### src/rtl/grey_div_ctrl_pkg.sv
// Shared state encoding, default ratio and next-grey helper for the
// programmable grey tick sequencer.
package grey_div_ctrl_pkg;

    localparam logic [5:0] DEF_DIV = 6'd12;

    typedef enum logic [1:0] {
        STOP = 2'd0,
        RUN  = 2'd1,
        HALT = 2'd2
    } state_t;

    // Reflected-code successor: decode to binary, add one, re-encode.
    function automatic logic [5:0] f_grey6(input logic [5:0] g);
        logic [5:0] b;
        b[5] = g[5];
        for (int i = 4; i >= 0; i--) begin
            b[i] = b[i+1] ^ g[i];
        end
        b = b + 6'd1;
        return b ^ (b >> 1);
    endfunction

endpackage

### src/rtl/grey_div_ctrl_grey_cnt6.sv
// Six-bit reflected-code tick counter; steps once per incr, clear has priority.
module grey_cnt6 (
    input  logic       clk,
    input  logic       rst,
    input  logic       incr,
    input  logic       clr,
    output logic [5:0] grey
);
    import grey_div_ctrl_pkg::*;

    // NOTE: sequential state is always written with <= so every flop samples pre-edge values.
    always_ff @(posedge clk) begin
        if (rst || clr) begin
            grey <= '0;
        end else if (incr) begin
            grey <= f_grey6(grey);
        end
    end

endmodule

### src/rtl/grey_div_ctrl.sv
// Programmable clock divider issuing grey-counter ticks; ratio updates only at
// period boundaries. Optional `wrap` pulse enabled by GREY_DIV_CTRL_WRAP_EN.
module grey_div_ctrl #(
    parameter int               DIV_W   = 6,
    parameter logic [DIV_W-1:0] DEF_DIV = grey_div_ctrl_pkg::DEF_DIV
) (
`ifdef USE_POWER_PINS
    inout  wire              vccd1,
    inout  wire              vssd1,
`endif
    input  logic             clk,
    input  logic             rst,
    input  logic             run,
    input  logic             cfg_valid,
    input  logic [DIV_W-1:0] cfg_div,
    output logic             cfg_ready,
    input  logic             grey_clr,
    output logic             incr,
    output logic             busy,
    output logic [5:0]       grey
`ifdef GREY_DIV_CTRL_WRAP_EN
    ,
    output logic             wrap
`endif
);
    import grey_div_ctrl_pkg::*;

    state_t           state, state_nx;
    logic [DIV_W-1:0] r_cnt, r_div, cnt_nx, div_nx;
    logic             terminal, accept, clr_eff;

    assign terminal  = (r_cnt == r_div);
    assign cfg_ready = (state == STOP) || terminal;
    assign accept    = cfg_valid && cfg_ready;
    assign clr_eff   = grey_clr && (state == STOP);

    // A run request always wins; otherwise a draining period ends in STOP at its tick.
    always_comb begin
        // NOTE: every output gets a default first so no path leaves a latch behind.
        state_nx = state;
        cnt_nx   = r_cnt;
        div_nx   = accept ? cfg_div : r_div;
        case (state)
            STOP: begin
                cnt_nx = '0;
                if (run) state_nx = RUN;
            end
            RUN, HALT: begin
                cnt_nx = terminal ? '0 : r_cnt + 1'b1;
                if (run)           state_nx = RUN;
                else if (terminal) state_nx = STOP;
                else               state_nx = HALT;
            end
            default: begin
                state_nx = STOP;
                cnt_nx   = '0;
            end
        endcase
    end

    // incr and busy are looked ahead one edge so they line up with the cycle they describe.
    always_ff @(posedge clk) begin
        if (rst) begin
            state <= STOP;
            r_cnt <= '0;
            r_div <= DEF_DIV;
            incr  <= 1'b0;
            busy  <= 1'b0;
        end else begin
            state <= state_nx;
            r_cnt <= cnt_nx;
            r_div <= div_nx;
            incr  <= (state_nx != STOP) && (cnt_nx == div_nx);
            busy  <= (state_nx != STOP);
        end
    end

    grey_cnt6 u_grey (
        .clk  (clk),
        .rst  (rst),
        .incr (incr),
        .clr  (clr_eff),
        .grey (grey)
    );

`ifdef GREY_DIV_CTRL_WRAP_EN
    always_ff @(posedge clk) begin
        if (rst) begin
            wrap <= 1'b0;
        end else begin
            wrap <= incr && !clr_eff && (grey == 6'b100000);
        end
    end
`endif

endmodule

### config.mk
export PLATFORM = sky130hd
export DESIGN_NAME = grey_div_ctrl
export DESIGN_NICKNAME = d
export VERILOG_FILES = /design/src/rtl/grey_div_ctrl_pkg.sv /design/src/rtl/grey_div_ctrl_grey_cnt6.sv /design/src/rtl/grey_div_ctrl.sv
export SDC_FILE = /design/constraint.sdc
export NUM_CORES = 1
export LEC_CHECK = 0
export ABC_AREA = 1
export ABC_CLOCK_PERIOD_IN_PS = 4220
export CAP_MARGIN = 30
export CORE_MARGIN = 5
export CORE_UTILIZATION = 50
export CTS_BUF_LIST = sky130_fd_sc_hd__clkbuf_4 sky130_fd_sc_hd__clkbuf_8
export DETAILED_ROUTE_END_ITERATION = 8
export PLACE_DENSITY_LB_ADDON = 0.25
export SYNTH_ARGS = -nofsm -noshare
export SYNTH_HDL_FRONTEND = slang
export SYNTH_SLANG_ARGS = --single-unit
### constraint.sdc
create_clock -name clk -period 4.22 [get_ports clk]
set_input_delay 0.422 -clock clk [delete_from_list [all_inputs] [get_ports clk]]
set_output_delay 0.422 -clock clk [all_outputs]
set_load 0.03 [all_outputs]
# Word level (Yosys, flattened, before mapping)
# Cells that the tools add are included.
[totals]
regBits = 22
latchBits = 0
ram_bits = 0
rom_bits = 0
input_bits = 11
output_inout_bits = 9
elab_cells = 33
memories = 0
[op_classes]
add_sub_neg = 2
multipliers = 0
div_mod_pow = 0
order_cmp = 0
n_eq_ne = 4
n_shift = 0
muxes = 7
n_bitwise = 6
n_reduce_logical = 8
[ops]
columns = ["op", "n"]
rows = [
  ["$mux 6", 3],
  ["$add 6x1->6 const B", 2],
  ["$eq 6x6->1", 2],
  ["$mux 2", 3],
  ["$xor 6x5->6", 1],
  ["$xor 1x1->1", 5],
  ["$pmux 2 s2", 1],
  ["$logic_and 1x1->1", 3],
  ["$eq 2x1->1 const B", 1],
  ["$eq 2x2->1 const B", 1],
  ["$logic_not 2->1", 1],
  ["$logic_or 1x1->1", 2],
  ["$reduce_bool 2->1", 1],
  ["$reduce_or 2->1", 1],
]

# Longest topological paths before layout
[depth]
depth_word = 7
mapped_depth = 14
mapped_depth_nobuf = 14

# Hierarchy
# From an unflattened synthesis, not the netlist that was laid out.
[unflattened]
hier_cells = 235
area_unflattened_um2 = 1438.9
[by_module_without_submodules]
columns = ["module", "instances", "cells_per_inst", "area_each_um2", "seq_area_each_um2"]
rows = [
  ["grey_div_ctrl", 1, 158, 974.7, 320.3],
  ["grey_cnt6", 1, 77, 464.2, 120.1],
]

# Worst setup path after synthesis
# OpenSTA, ideal clock, no wires.
[synth_path]
path_kind = "register to register"
startpoint = "register u_grey.grey[5]"
endpoint = "register u_grey.grey[4]"
setup_time_ps = 116
arrival_time_ps = 2700
required_time_ps = 4104
slack_ps = 1405
stages_incl_launch_ff = 15
n_path_buf = 0
period_less_slack_ps = 2815
path_cell_list = "dfxtp_1 xor2_1 ha_1 inv_1 ha_1 inv_1 ha_1 inv_1 ha_1 nor2_1 nand2_1 xor2_1 xor2_1 o21ai_0 inv_1"
[synth_between]
elab_chain_cells = 7
[synth_rtl]
columns = ["element", "line", "text"]
rows = [
  ["start: declaration", "grey_div_ctrl_grey_cnt6.sv:7", "output logic [5:0] grey"],
  ["start signal: assignment", "grey_div_ctrl_grey_cnt6.sv:16", "grey <= f_grey6(grey);"],
  ["$xor 1x1->1 (5 in series)", "grey_div_ctrl_pkg.sv:18", "b[i] = b[i+1] ^ g[i];"],
  ["$add 6x1->6 (*)", "grey_div_ctrl_pkg.sv:20", "b = b + 6'd1;"],
  ["$xor 6x5->6 (*)", "grey_div_ctrl_pkg.sv:21", "return b ^ (b >> 1);"],
]
# Every way passes the cells marked *; elsewhere a longest branch is shown, timed or not.
# A chain may end at the register's enable or synchronous reset.

# Worst setup path in the final report
[layout_path]
startpoint = "register u_grey.grey[4]"
endpoint = "register u_grey.grey[4]"
[layout_between]
elab_chain_cells = 7
[layout_rtl]
columns = ["element", "line"]
rows = [
  ["$xor 1x1->1 (*)", "grey_div_ctrl_pkg.sv:18"],
  ["$xor 1x1->1 (4 in series)", "grey_div_ctrl_pkg.sv:18"],
  ["$add 6x1->6 (*)", "grey_div_ctrl_pkg.sv:20"],
  ["$xor 6x5->6 (*)", "grey_div_ctrl_pkg.sv:21"],
]
# Marked as above.

==> impl_metrics.json <==
{
  "outcome": "completed",
  "postCtsSetupRepairBufs": 0,
  "end_kind": "flop",
  "antennaDiodeCount": 0,
  "synthFlopType": "dfxtp_1",
  "period_share": 0.649,
  "slew_violations": 0,
  "die_y_um": 63.2,
  "core-area_um2": 2730,
  "synthDominantCellAreaShare": 0.311,
  "nFillCells": 265,
  "antenna_found_initial": 0,
  "multi_input_area_um2": 777,
  "drt_iter0_drc": 32,
  "root_buffer": "clkbuf_4",
  "cts_tree": "built",
  "gp_congestion": 0.826,
  "cts_max_level": 1,
  "area_delta_synth_final_pct": 16.1,
  "ant_nets": 0,
  "grt_pass1_vias": 1188,
  "row_count": 19,
  "grt_usage": 0.150,
  "numCtsBuffers": 3,
  "dr.pass1.iters": 4,
  "grt_max_degree": 14,
  "num_vias": 1247,
  "dpl.hpwl_um": 2140,
  "start_util": 0.518,
  "timing_worst_setup_path_type": "reg -> reg",
  "fp.dieW_um": 63.2,
  "postSynthCellCount": 207,
  "post-route-min-period_ns": 2.74,
  "yosys_warnings": 0,
  "synth_edf_count": 0,
  "synth_area_um2": 1420,
  "cts-resized-gates": 0,
  "clock_latency_ns": 0.31,
  "die-area_um2": 4000,
  "grt_util_met1": 0.204,
  "slew_headroom": 0.604,
  "synth-compound-area-share": 0.0680,
  "min_path_type": "reg -> reg",
  "pin_count": 20,
  "avgSynthCellArea_um2": 6.84,
  "power_leakage_uw": 0.000802,
  "required_ns": 4.44,
  "cap_viol_max_count": 0,
  "synth_most_common_cell": "nand2_1",
  "setup_ws_ns": 1.48,
  "drive_gt1_frac": 0.0925,
  "startpoint_type": "flop",
  "via_per_inst": 4.83,
  "cts_hold_buf": 0,
  "synth_simple_gate_area_frac": 0.357,
  "synth_top_family_by_area": "simple AND/OR/NAND/NOR gates",
  "max_freq_mhz": 365,
  "synthTopCellsByCount": "55 x nand2_1, 42 x inv_1, 22 x dfxtp_1, 17 x nor2_1, 12 x nand3_1",
  "fin_skew_ns": 0.00117,
  "synth_xor_area_frac": 0.0618,
  "grt_use_met2": 0.235,
  "drc": 0,
  "dp_slack_ns": 1.50,
  "portBuffers": 19,
  "top_usage_layer": "met2",
  "routed_wl_um": 2790,
  "critPathMaxFanout": 3,
  "ctsLongestPathBuffers": 2,
  "wl_per_cell_um": 10.8,
  "grt_use_met3": 0.0284,
  "final-hold-violation-count": 0,
  "rsz0062_at_grt": "no",
  "cp_data_arrival_time_ns": 2.96,
  "synth_top_area_cell": "dfxtp_1",
  "seq_area_um2": 440,
  "async_reset_ff_frac": 0,
  "synthTopCellsByArea": "dfxtp_1 31%, nand2_1 15%, inv_1 11%",
  "syn_nets": 225,
  "grt_first_pass_wirelength_um": 5000,
  "overflow": 0,
  "cts_sinks": 22,
  "p_per_area_nw_per_um2": 282,
  "setup_viol": 0,
  "synth_seq_cells": 22,
  "ys_seq_area_frac": 0.311,
  "ys_types": 26,
  "nets": 246,
  "tns_ns": 0,
  "clk_pin_slew_ns": 0.13,
  "tightest_slew_ns": 0.592,
  "ir_drop_mv": 0.198,
  "synth_mux_area_frac": 0,
  "synthAdderAreaFrac": 0.0618
}
[stage by stage]
step	hold WS (ns)	cell area (um^2)	cells	utilization	power, uW
2_1_floorplan	0.474	1420	207	-	320
3_3_place_gp	0.492	1610	254	0.588	347
3_5_place_dp	0.503	1610	254	0.588	348
4_1_cts	0.519	1640	258	0.601	468
5_1_grt	0.543	1640	258	0.601	492
6_report	0.515	1640	258	0.601	464
[kinds of logic after synthesis]
logic type | Yosys count
AO/OA/AOI/OAI | 17
adder cells (fa/ha/maj) | 7
XOR/XNOR | 10
AND/OR/NAND/NOR | 105
buffers and inverters | 46
flip-flops | 22
[critical path, cell delays in order (launching register included)]
cell,delay [ns]
dfxtp_1,0.36
xor2_1,0.19
ha_1,0.32
inv_1,0.05
ha_1,0.30
inv_1,0.06
ha_1,0.29
inv_1,0.05
ha_1,0.26
nor2_1,0.17
nand2_1,0.08
xor2_1,0.16
xor2_1,0.16
o21ai_0,0.15
inv_1,0.05
[worst paths after layout]
path	from	to	slack [ns]	depth (start not counted)
worst min register to register	r_div[0]	r_div[0]	0.52	2
worst min-delay path	r_div[0]	r_div[0]	0.52	2
worst max register to register	u_grey.grey[4]	u_grey.grey[4]	1.48	14
worst max-delay path	u_grey.grey[4]	u_grey.grey[4]	1.48	14
[state kept, by name, indices dropped and copies added (netlist names), named ones only]
register     flops
busy             1
r_cnt            6
incr             1
u_grey.grey      5
r_div            6
state            2
[layout by cell type, fill, tap and decap left out]
master and count:
dfxtp_1 22, a311oi_1 1, nand3b_1 2, a21oi_1 9, a221o_1 1, nor3_1 1, nand2_1 55, nand3b_4 1
xnor2_1 2, clkbuf_4 3, nand3_2 5, or2_2 1, nand2_4 2, inv_2 1, nand3_1 12, o31ai_1 1
ha_1 7, o21ai_0 5, inv_1 42, nand4_1 2, clkdlybuf4s50_1 19, xor2_1 8, clkbuf_8 1, nor2_1 17
nand2_2 1, nor2_2 6
[metal layers]
layer	wire [um]	vias up
met5	0	-
met4	42	0
met2	1220	22
li1	-	674
met1	1400	546
met3	126	5
[area by class of cell]
cell class              instances  share of cell area
clock buffers                   4              0.0221
inverters                      43              0.0982
multi-input cells             139               0.473
flip-flops and latches         22               0.268
well taps                      31              0.0236
repair buffers                 19               0.116
[where the power goes]
part	total, uW	switching, uW	internal (uW)
registers	224	6.70	218
clock network	121	68.3	52.7
logic	118	73.1	45.3
total	464	148	316
No activity file was read; power rests on OpenSTA's default activity.
